<file path="src/rtl/axi_dma_writer_pkg.sv">
// Shared definitions for the AXI4 burst write master.
// Holds AXI field encodings, the 4 KB page size, the FSM state type and the
// burst-length helper used by axi_dma_writer.
package axi_dma_writer_pkg;

    localparam logic [1:0] AXI_BURST_INCR = 2'b01;
    localparam logic [1:0] AXI_RESP_OKAY  = 2'b00;
    localparam logic [2:0] AXI_SIZE_4B    = 3'b010;
    localparam logic [3:0] AXI_CACHE_BUF  = 4'b0011;
    localparam int unsigned AXI_4K_BYTES  = 4096;

    typedef enum logic [2:0] {
        StIdle,
        StAddr,
        StData,
        StResp,
        StFin
    } state_e;

    // Beats for the next burst: limited by the words left, the burst cap and the
    // words remaining before the next 4 KB page. addr_lo is word aligned, so the
    // shift is exact and the result is never 0 while remaining != 0.
    function automatic logic [8:0] calc_blen(input logic [31:0]  remaining,
                                             input logic [11:0]  addr_lo,
                                             input int unsigned  burst_max);
        logic [31:0] to_4k_words;
        logic [31:0] len;
        to_4k_words = (32'(AXI_4K_BYTES) - {20'd0, addr_lo}) >> 2;
        len = burst_max;
        if (remaining < len) len = remaining;
        if (to_4k_words < len) len = to_4k_words;
        return 9'(len);
    endfunction

endpackage

</file>
<file path="src/rtl/axi_dma_writer_sync_fifo.sv">
// Synchronous FIFO with the head word read straight from the storage flops.
// Ports: clk/rstn (async active-low), push_i/wdata_i write side, pop_i/head_o
// read side, full_o/empty_o/count_o occupancy. Pushes while full and pops
// while empty are dropped. DEPTH must be a power of 2.
module axi_dma_writer_sync_fifo #(
    parameter int unsigned DW    = 32,
    parameter int unsigned DEPTH = 32
) (
    input  logic                     clk,
    input  logic                     rstn,
    input  logic                     push_i,
    input  logic [DW-1:0]            wdata_i,
    input  logic                     pop_i,
    output logic [DW-1:0]            head_o,
    output logic                     full_o,
    output logic                     empty_o,
    output logic [$clog2(DEPTH):0]   count_o
);

    localparam int unsigned AW = $clog2(DEPTH);
    localparam int unsigned CW = AW + 1;

    logic [DW-1:0] mem_q [DEPTH];
    logic [AW-1:0] wr_ptr_q, rd_ptr_q;
    logic [CW-1:0] count_q;
    logic          push_ok, pop_ok;

    assign full_o  = (count_q == CW'(DEPTH));
    assign empty_o = (count_q == '0);
    assign count_o = count_q;
    assign head_o  = mem_q[rd_ptr_q];
    assign push_ok = push_i && !full_o;
    assign pop_ok  = pop_i && !empty_o;

    always_ff @(posedge clk) begin
        if (push_ok) mem_q[wr_ptr_q] <= wdata_i;
    end

    always_ff @(posedge clk or negedge rstn) begin
        if (!rstn) begin
            wr_ptr_q <= '0;
            rd_ptr_q <= '0;
            count_q  <= '0;
        end else begin
            if (push_ok) wr_ptr_q <= wr_ptr_q + AW'(1);
            if (pop_ok)  rd_ptr_q <= rd_ptr_q + AW'(1);
            if (push_ok && !pop_ok)      count_q <= count_q + CW'(1);
            else if (pop_ok && !push_ok) count_q <= count_q - CW'(1);
        end
    end

endmodule

</file>
<file path="src/rtl/axi_dma_writer.sv">
// AXI4 burst write master: drains a 32-bit word stream into memory starting at
// base_addr, in INCR bursts that never cross a 4 KB page, then pulses done.
// Ports: clk/rstn (async active-low); start/base_addr/num_words request;
// busy/done/err status; s_valid/s_ready/s_data input stream (buffered in a
// FIFO that accepts data in every state); M_AW*/M_W*/M_B* AXI write channels.
// Optional: define AXI_WR_PERF_CNT_EN to add perf_cycles (busy cycles) and
// perf_wstall (W beats stalled by M_WREADY), both saturating, cleared on start.
module axi_dma_writer
    import axi_dma_writer_pkg::*;
#(
    parameter int unsigned AXI_WIDTH_AD = 32,
    parameter int unsigned AXI_WIDTH_ID = 4,
    parameter int unsigned AXI_WIDTH_DA = 32,
    parameter int unsigned AXI_WIDTH_DS = 4,
    parameter int unsigned BURST_MAX    = 16,
    parameter int unsigned FIFO_DEPTH   = 32,
    parameter int unsigned CNT_W        = 20
) (
    input  logic                    clk,
    input  logic                    rstn,
    input  logic                    start,
    input  logic [AXI_WIDTH_AD-1:0] base_addr,
    input  logic [CNT_W-1:0]        num_words,
    output logic                    busy,
    output logic                    done,
    output logic                    err,
`ifdef AXI_WR_PERF_CNT_EN
    output logic [31:0]             perf_cycles,
    output logic [31:0]             perf_wstall,
`endif
    input  logic                    s_valid,
    output logic                    s_ready,
    input  logic [AXI_WIDTH_DA-1:0] s_data,
    output logic                    M_AWVALID,
    input  logic                    M_AWREADY,
    output logic [AXI_WIDTH_AD-1:0] M_AWADDR,
    output logic [AXI_WIDTH_ID-1:0] M_AWID,
    output logic [7:0]              M_AWLEN,
    output logic [2:0]              M_AWSIZE,
    output logic [1:0]              M_AWBURST,
    output logic [1:0]              M_AWLOCK,
    output logic [3:0]              M_AWCACHE,
    output logic [2:0]              M_AWPROT,
    output logic                    M_WVALID,
    input  logic                    M_WREADY,
    output logic [AXI_WIDTH_DA-1:0] M_WDATA,
    output logic [AXI_WIDTH_DS-1:0] M_WSTRB,
    output logic                    M_WLAST,
    output logic [AXI_WIDTH_ID-1:0] M_WID,
    input  logic                    M_BVALID,
    output logic                    M_BREADY,
    input  logic [1:0]              M_BRESP,
    input  logic [AXI_WIDTH_ID-1:0] M_BID
);

    state_e                    state_q, state_d;
    logic [AXI_WIDTH_AD-1:0]   cur_addr_q, cur_addr_d;
    logic [CNT_W-1:0]          remaining_q, remaining_d;
    logic [8:0]                blen_q, blen_d;
    logic [8:0]                beat_q, beat_d;
    logic                      awvalid_q, awvalid_d;
    logic                      busy_q, busy_d;
    logic                      done_q, done_d;
    logic                      err_q, err_d;
    logic                      rdy_en_q;

    logic                      fifo_full, fifo_empty;
    logic [AXI_WIDTH_DA-1:0]   fifo_head;
    logic [$clog2(FIFO_DEPTH):0] fifo_count;
    logic                      w_valid, w_fire, w_last;
    logic                      unused_sig;

    assign unused_sig = ^{base_addr[1:0], M_BID, fifo_count};

    axi_dma_writer_sync_fifo #(
        .DW    (AXI_WIDTH_DA),
        .DEPTH (FIFO_DEPTH)
    ) u_fifo (
        .clk     (clk),
        .rstn    (rstn),
        .push_i  (s_valid && s_ready),
        .wdata_i (s_data),
        .pop_i   (w_fire),
        .head_o  (fifo_head),
        .full_o  (fifo_full),
        .empty_o (fifo_empty),
        .count_o (fifo_count)
    );

    // State and datapath registers.
    always_ff @(posedge clk or negedge rstn) begin
        if (!rstn) begin
            state_q     <= StIdle;
            cur_addr_q  <= '0;
            remaining_q <= '0;
            blen_q      <= '0;
            beat_q      <= '0;
            awvalid_q   <= 1'b0;
            busy_q      <= 1'b0;
            done_q      <= 1'b0;
            err_q       <= 1'b0;
            rdy_en_q    <= 1'b0;
        end else begin
            state_q     <= state_d;
            cur_addr_q  <= cur_addr_d;
            remaining_q <= remaining_d;
            blen_q      <= blen_d;
            beat_q      <= beat_d;
            awvalid_q   <= awvalid_d;
            busy_q      <= busy_d;
            done_q      <= done_d;
            err_q       <= err_d;
            // Holds s_ready low while in reset, where the FIFO reads as empty.
            rdy_en_q    <= 1'b1;
        end
    end

    // Next-state logic.
    always_comb begin
        state_d = state_q;
        unique case (state_q)
            StIdle: if (start) state_d = (num_words == '0) ? StFin : StAddr;
            StAddr: if (awvalid_q && M_AWREADY) state_d = StData;
            StData: if (w_fire && w_last) state_d = StResp;
            StResp: if (M_BVALID) state_d = (remaining_q == CNT_W'(blen_q)) ? StFin : StAddr;
            StFin:  state_d = StIdle;
            default: state_d = StIdle;
        endcase
    end

    // Datapath next values. The first ADDR cycle computes the burst length; the
    // address phase is presented from the second cycle onward.
    always_comb begin
        cur_addr_d  = cur_addr_q;
        remaining_d = remaining_q;
        blen_d      = blen_q;
        beat_d      = beat_q;
        awvalid_d   = awvalid_q;
        busy_d      = busy_q;
        err_d       = err_q;
        done_d      = 1'b0;
        unique case (state_q)
            StIdle: begin
                if (start) begin
                    cur_addr_d  = {base_addr[AXI_WIDTH_AD-1:2], 2'b00};
                    remaining_d = num_words;
                    err_d       = 1'b0;
                    busy_d      = 1'b1;
                end
            end
            StAddr: begin
                if (!awvalid_q) begin
                    blen_d    = calc_blen(32'(remaining_q), cur_addr_q[11:0], BURST_MAX);
                    beat_d    = '0;
                    awvalid_d = 1'b1;
                end else if (M_AWREADY) begin
                    awvalid_d = 1'b0;
                end
            end
            StData: begin
                if (w_fire) beat_d = beat_q + 9'd1;
            end
            StResp: begin
                if (M_BVALID) begin
                    if (M_BRESP != AXI_RESP_OKAY) err_d = 1'b1;
                    cur_addr_d  = cur_addr_q + AXI_WIDTH_AD'({blen_q, 2'b00});
                    remaining_d = remaining_q - CNT_W'(blen_q);
                end
            end
            StFin: begin
                busy_d = 1'b0;
                done_d = 1'b1;
            end
            default: ;
        endcase
    end

    // Outputs.
    always_comb begin
        w_valid   = (state_q == StData) && !fifo_empty;
        w_fire    = w_valid && M_WREADY;
        w_last    = (beat_q == blen_q - 9'd1);
        busy      = busy_q;
        done      = done_q;
        err       = err_q;
        s_ready   = rdy_en_q && !fifo_full;
        M_AWVALID = awvalid_q;
        M_AWADDR  = awvalid_q ? cur_addr_q : '0;
        M_AWLEN   = awvalid_q ? 8'(blen_q - 9'd1) : '0;
        M_AWID    = '0;
        M_AWSIZE  = AXI_SIZE_4B;
        M_AWBURST = AXI_BURST_INCR;
        M_AWLOCK  = '0;
        M_AWCACHE = AXI_CACHE_BUF;
        M_AWPROT  = '0;
        M_WVALID  = w_valid;
        M_WDATA   = w_valid ? fifo_head : '0;
        M_WSTRB   = '1;
        M_WLAST   = w_valid && w_last;
        M_WID     = '0;
        M_BREADY  = (state_q == StResp);
    end

`ifdef AXI_WR_PERF_CNT_EN
    logic [31:0] perf_cycles_q, perf_wstall_q;

    always_ff @(posedge clk or negedge rstn) begin
        if (!rstn) begin
            perf_cycles_q <= '0;
            perf_wstall_q <= '0;
        end else if (start && (state_q == StIdle)) begin
            perf_cycles_q <= '0;
            perf_wstall_q <= '0;
        end else begin
            if (busy_q && (perf_cycles_q != '1)) perf_cycles_q <= perf_cycles_q + 32'd1;
            if (w_valid && !M_WREADY && (perf_wstall_q != '1)) begin
                perf_wstall_q <= perf_wstall_q + 32'd1;
            end
        end
    end

    assign perf_cycles = perf_cycles_q;
    assign perf_wstall = perf_wstall_q;
`endif

endmodule

</file>
<file path="config.mk">
export PLATFORM = sky130hd
export DESIGN_NAME = axi_dma_writer
export DESIGN_NICKNAME = d
export VERILOG_FILES = /design/src/rtl/axi_dma_writer_pkg.sv /design/src/rtl/axi_dma_writer_sync_fifo.sv /design/src/rtl/axi_dma_writer.sv
export SDC_FILE = /design/constraint.sdc
export NUM_CORES = 1
export LEC_CHECK = 0
export CAP_MARGIN = 20
export CELL_PAD_IN_SITES_DETAIL_PLACEMENT = 2
export CELL_PAD_IN_SITES_GLOBAL_PLACEMENT = 2
export CORE_MARGIN = 2
export CORE_UTILIZATION = 47
export DETAILED_ROUTE_END_ITERATION = 12
export PLACE_DENSITY_LB_ADDON = 0.1
export SLEW_MARGIN = 10
export SYNTH_ARGS = -nofsm -noshare
export SYNTH_HDL_FRONTEND = slang
export SYNTH_SLANG_ARGS = --single-unit
</file>
<file path="constraint.sdc">
create_clock -name clk -period 3.7 [get_ports clk]
set_input_delay 0.74 -clock clk [delete_from_list [all_inputs] [get_ports clk]]
set_output_delay 0.74 -clock clk [all_outputs]
set_load 0.03 [all_outputs]
</file>
### After elaboration in Yosys (flattened, before gate mapping)

Memory sizes are Yosys's and may differ from the RTL's.
Cells that the tools add are included.

| operators by class | value |
|---|---|
| $add $sub $neg | 9 |
| magnitude comparators | 2 |
| equal/unequal tests | 14 |
| muxes and demuxes | 36 |
| bitwise operators | 1 |
| reductions and logical operators | 29 |

Operators by type and width:

| operator | number |
|---|---|
| 2-to-1 mux 32 bit | 6 |
| case mux 32 bit (2 select lines) | 1 |
| 2-to-1 mux 20 bit | 3 |
| case mux 20 bit (2 select lines) | 1 |
| adder 32 x 11 -> 32 bit | 1 |
| less-than comparator 30 x 32 -> 1 bit | 1 |
| 2-to-1 mux 9 bit | 3 |
| equality test 20 x 9 -> 1 bit | 1 |
| zero test 20 bit | 1 |
| less-than comparator 20 x 5 -> 1 bit (second input constant) | 1 |
| subtractor 20 x 9 -> 20 bit | 1 |
| 2-to-1 mux 3 bit | 6 |
| case mux 9 bit (2 select lines) | 1 |
| subtractor 13 x 12 -> 14 bit (first input constant) | 1 |
| 2-to-1 mux 6 bit | 2 |
| case mux 3 bit (4 select lines) | 1 |
| logical AND 1 bit | 11 |
| adder 5 x 1 -> 5 bit (second input constant) | 2 |
| != test 2 bit (second input constant) | 5 |
| nonzero test 2 bit | 5 |
| adder 9 x 1 -> 9 bit (second input constant) | 1 |
| equality test 9 bit | 1 |
| 2-to-1 mux 1 bit | 9 |
| subtractor 9 x 1 -> 9 bit (second input constant) | 1 |
| 16 further kinds | 25 |

| word-level totals | value |
|---|---|
| register bits | 94 |
| bits in writable memories | 1024 |
| input bits | 97 |
| output and inout port bits | 106 |
| word-level logic and storage cells | 105 |
| memories | 1 |

Memory list:

| name | depth | width | read ports | clocked after Yosys merged registers in | write ports | RTL line | source |
|---|---|---|---|---|---|---|---|
| u_fifo.mem_q | 32 | 32 | 1 | 0 | 1 | axi_dma_writer_sync_fifo.sv:23 | `logic [DW-1:0] mem_q [DEPTH];` |

### Depth between registers and ports, before layout

| logic depth | value |
|---|---|
| depth in word-level cells | 9 |
| depth in mapped cells | 14 |
| gate-level depth less buffers | 12 |

### Cells and area by module

Synthesis repeated with hierarchy kept, for this count alone.

| unflattened totals | value |
|---|---|
| cells, all modules | 2614 |
| area total of the unflattened synthesis | 46319.4 um^2 |

Modules (own cells, without submodules):

| module | instances | cells an instance | area each (um^2) | sequential area each (um^2) |
|---|---|---|---|---|
| axi_dma_writer_sync_fifo | 1 | 1813 | 39696.8 | 31149.9 |
| axi_dma_writer | 1 | 801 | 6622.6 | 1901.8 |

### Worst setup path before layout

Ideal clock, no wire load.

| timing path | value |
|---|---|
| kind | flip-flop to flip-flop |
| start | register u_fifo.count_q[1], in the netlist u_fifo.count_o[1] |
| end | register u_fifo.count_q[5], in the netlist u_fifo.count_o[5] |
| setup time | 80 ps |
| arrival time | 3285 ps |
| data required time | 3620 ps |
| setup slack | 335 ps |
| stages on the path, launching flop included | 14 |
| buffers on the path | 1 |
| clock period less this slack | 3365 ps |
| cells stage by stage | dfrtp_1 -> or4_1 -> o31a_1 -> and2_1 -> buf_2 -> inv_1 -> ha_1 -> inv_1 -> ha_1 -> a21o_1 -> a21oi_1 -> or4_1 -> nand3_1 -> xnor2_1 |

| on the way | value |
|---|---|
| word-level cells in the longest chain between the ends | 8 |
| elaborated cells between the ends (all ways) | 19 |
| classes of those cells | add/sub: 2; eq/ne: 1; mux: 2; reduce/logical: 14 |

Ends and longest elaborated chain:

| what | RTL line | source |
|---|---|---|
| start, declared | axi_dma_writer_sync_fifo.sv:25 | `logic [CW-1:0] count_q;` |
| start signal, assigned | axi_dma_writer_sync_fifo.sv:47 | `if (push_ok && !pop_ok) count_q <= count_q + CW'(1);` |
| start signal, assigned | axi_dma_writer_sync_fifo.sv:48 | `else if (pop_ok && !push_ok) count_q <= count_q - CW'(1);` |
| zero test 6 bit * | axi_dma_writer_sync_fifo.sv:29 | `assign empty_o = (count_q == '0);` |
| zero test 1 bit * | axi_dma_writer.sv:180 | `w_valid = (state_q == StData) && !fifo_empty;` |
| logical AND 1 bit * | axi_dma_writer.sv:180 |  |
| named net M_WVALID | axi_dma_writer.sv:44 | `output logic M_WVALID,` |
| logical AND 1 bit * | axi_dma_writer.sv:181 | `w_fire = w_valid && M_WREADY;` |
| logical AND 1 bit * | axi_dma_writer_sync_fifo.sv:33 | `assign pop_ok = pop_i && !empty_o;` |
| zero test 1 bit | axi_dma_writer_sync_fifo.sv:47 |  |
| logical AND 1 bit | axi_dma_writer_sync_fifo.sv:47 |  |
| 2-to-1 mux 6 bit / nonzero test 2 bit (equally long branches) | n/a |  |

The timed path passes the listed nets; every way through them passes the cells marked *. The select of a mux whose other input is x is not followed.
A chain may end at the register's enable or synchronous reset.

### Worst setup path in the final report

| timing path | value |
|---|---|
| start | register u_fifo.rd_ptr_q[0] |
| end | output port M_WDATA[5] |

| on the way | value |
|---|---|
| word-level cells in the longest chain between the ends | 2 |

Ends and longest elaborated chain:

| what | RTL line | source |
|---|---|---|
| start, declared | axi_dma_writer_sync_fifo.sv:24 | `logic [AW-1:0] wr_ptr_q, rd_ptr_q;` |
| start signal, assigned | axi_dma_writer_sync_fifo.sv:46 | `if (pop_ok) rd_ptr_q <= rd_ptr_q + AW'(1);` |
| memory read (32 x 32 bit) | n/a |  |
| 2-to-1 mux 32 bit | axi_dma_writer.sv:197 | `M_WDATA = w_valid ? fifo_head : '0;` |
| end, declared | axi_dma_writer.sv:46 | `output logic [AXI_WIDTH_DA-1:0] M_WDATA,` |

No other way between the ends.

==> results.md <==
- Syn Area/Cell: 19.4 µm²
- Hpwl dp: 88400 µm
- Initial antenna violation count: 2
- First-pass GRT wire length: 226000 µm
- Yosys top cell by area: edfxtp_1
- Drc violations: 0
- Design Area, Final: 55700 µm²
- P_leak: 18.3 nW
- Clock transition at path regs: 0.06 ns
- Final hold viol count: 0
- Fin. max-slew vios: 0
- Share of cells above drive strength 1: 28.8%
- CP Data Arrival Time: 3.20 ns
- Core box area: 96900 µm²
- Synth Register Bits: 1116
- Slowest stage delay, CP: 0.54 ns
- IO Port Bufs: 168
- Initial Util: 47.5%
- CTS tree: built
- Maximum clock rate: 254 MHz
- Worst hold-check path type: in -> async
- Clk Latency, worst-skew pair: 0.73 ns
- Critical-path cell list: buf_12, buf_16, mux4_2, mux4_2, a22o_1, buf_6
- Detailed-route via count: 26700
- Site Rows: 114
- Peak VDD IR: 0.564 mV
- Critical Path RT: 2.96 ns
- Vias in the first global route: 28800
- Synth Instances: 2366
- Clock Tree Buf Depth: 3
- Layout Nets: 2864
- CTS Buf Count: 116
- Post-layout util: 57.5%
- CP max stage cell: mux4_2
- Sink Count: 1116
- # setup viols final: 32
- Setup crit end kind: output port
- Largest net degree at the start of global routing: 65
- Area grow syn2layout: 21.1%
- ANT nets after route: 0
- Drt via density: 6.51
- Crit Path Class: reg -> out
- Top-area cell type share of the netlist area: 66.8%
- Tot Pwr: 43.4 mW
- GRT overflow: 0
- Most common cell on crit path: mux4_2
- Max-Slew Margin vs Limit: 24.3%
- Most frequent cells after synthesis: edfxtp_1 (1024), mux4_2 (320), dfrtp_1 (92)
- Most frequent cell after synthesis: edfxtp_1
- CTS hold repair buffers: 0
- Pwr dens: 779 nW/µm²
- Violated checks: negative setup slack
- Global-route usage over all layers: 32.4%
- RSZ-0062 raised after global routing: yes
- CP max FO: 17
- Fin crit period: 3.94 ns
- 1st-iter DRT viols: 2612
- Synth top area cells: edfxtp_1 (67%), mux4_2 (16%), dfrtp_1 (5.0%)
- Status: finished with violations
- Die Span Y: 317 µm
- RePlAce Congestion: 0.808
- Fin crit share: 106%
- Post-synth EDFFs: 1024
- Synth Cell Area: 46000 µm²
- Top FF cell, synth: edfxtp_1
- Wire per inst: 39.5 µm
- Clock Skew: 0.0487 ns
- Synth cell types: 79
- Die Width: 317 µm
- Sequential element share of the synthesized area: 71.8%
- Crit start category: register
- Least-Margin Pin Slew: 1.13 ns
- I/O pins: 203
- Number of max-cap violations: 0
- Ys async rst share: 8.24%
- Die area: 100000 µm²
- DRT Pass-1 Iters: 5
- CTS root buffer: clkbuf_16
- Setup WS post-layout: -0.240 ns
- Total wire length: 162000 µm
- Placed standard-cell area: 50300 µm²
- Yosys warnings: 0
- CTS H-Tree Depth: 3
==> layout make-up <==
cell class | instances | area, µm²
timing repair buffer | 361 | 4360
clock buffer | 149 | 3180
sequential | 1116 | 33100
inverter | 29 | 109
fill | 7966 | 41100
clock inverter | 69 | 793
antenna | 1 | 2.50
multi-input combinational | 1098 | 12600
tap | 1276 | 1600
==> cells by family (layout without fill, tap and decap cells) <==
kind of cell	after synthesis	in the layout	synth area share, %
xor gates and xnor gates	38	38	0.723
AOI/OAI and AO/OA	253	253	3.80
other	2	36	0.0163
adders and majority gates	46	46	1.29
buffers and inverters	185	608	2.01
muxes	332	332	15.9
and+or+nand+nor	394	394	4.39
DFF	1116	1116	71.8
==> worst paths after layout <==
kind | start | endpoint | slack [ns] | cells past startpoint
worst max-delay path | u_fifo.rd_ptr_q[0] | M_WDATA[5] | -0.24 | 6
max in group asynchronous | rstn | blen_q[2] | 2.89 | 2
worst min-delay path | rstn | err | 0.05 | 1
worst min register to register | busy | busy | 0.53 | 2
min in group clk | busy | busy | 0.53 | 2
worst max register to register | u_fifo.count_o[1] | u_fifo.count_o[5] | 0.18 | 12
==> cells in the final DEF, fill, tap and decap left out, drive strengths merged, types with 6 or more instances in the layout <==
master            n
a22oi             8
o22ai             8
a32oi             8
dfrtp            92
clkinv           47
a21oi            57
a21o              6
buf             222
a211o             6
nor2b            12
o211ai           14
mux4            320
xnor2            23
xor2             15
and3              8
nor3b             7
a22o             32
ha               42
conb             35
clkbuf          154
nand2b           12
nor2             88
inv              31
a211oi           12
o21a              7
o21ai            45
nand4            15
mux2i             9
nand2            93
clkdlybuf4s50   129
nor3             29
nand3            35
or3              11
and2             42
bufinv           17
edfxtp         1024
nor4             17
==> layer usage <==
metal / track usage [%] / vias to the layer above / wire length (µm)
met5: 0 / - / 13
met4: 11.0 / 2 / 6050
met2: 57.3 / 1313 / 84500
li1: - / 10400 / -
met1: 41.3 / 14600 / 61100
met3: 4.62 / 330 / 10100
==> critical path, delay by kind of cell (launching register included) <==
kind                   cells  cell delay [ns]
buffers and inverters      3             0.56
multiplexers               2             1.08
flip-flops                 1             0.50
AO/OA/AOI/OAI              1             0.27
==> state kept, by name, summed over array words and instances (netlist names), 3 cells and up <==
register         cells
beat_q               9
u_fifo.rd_ptr_q      5
u_fifo.mem_q      1024
u_fifo.count_o       6
cur_addr_q          30
remaining_q         20
state_q              3
u_fifo.wr_ptr_q      5
blen_q               9
==> through the flow <==
stage                     setup WS (ns)  hold WS (ns)  cells  TNS (ns)
final                            -0.240        0.0461   4099     -6.09
after global routing             -0.284        0.0700   4099     -7.91
after CTS                        -0.251        0.0465   4064     -6.38
after detailed placement          0.197         0.519   3815         0
after global placement            0.341         0.482   3815         0
after floorplan                   0.335         0.444   2399         0
==> power by group <==
group	switching [mW]	leakage (nW)	internal (mW)	total [mW]
sequential	0.976	10.3	14.6	15.5
clock	5.39	1.96	7.24	12.6
combinational	8.08	6.07	7.16	15.2
total	14.4	18.3	29.0	43.4
==> timing repair <==
item                                    CTS  global route
gates cloned                             10             5
pin swaps                                 8             6
buffers inserted                         21             4
endpoints found under the setup margin   36            44
gates resized for setup                  60            16
No activity file was read; power rests on OpenSTA's default activity.
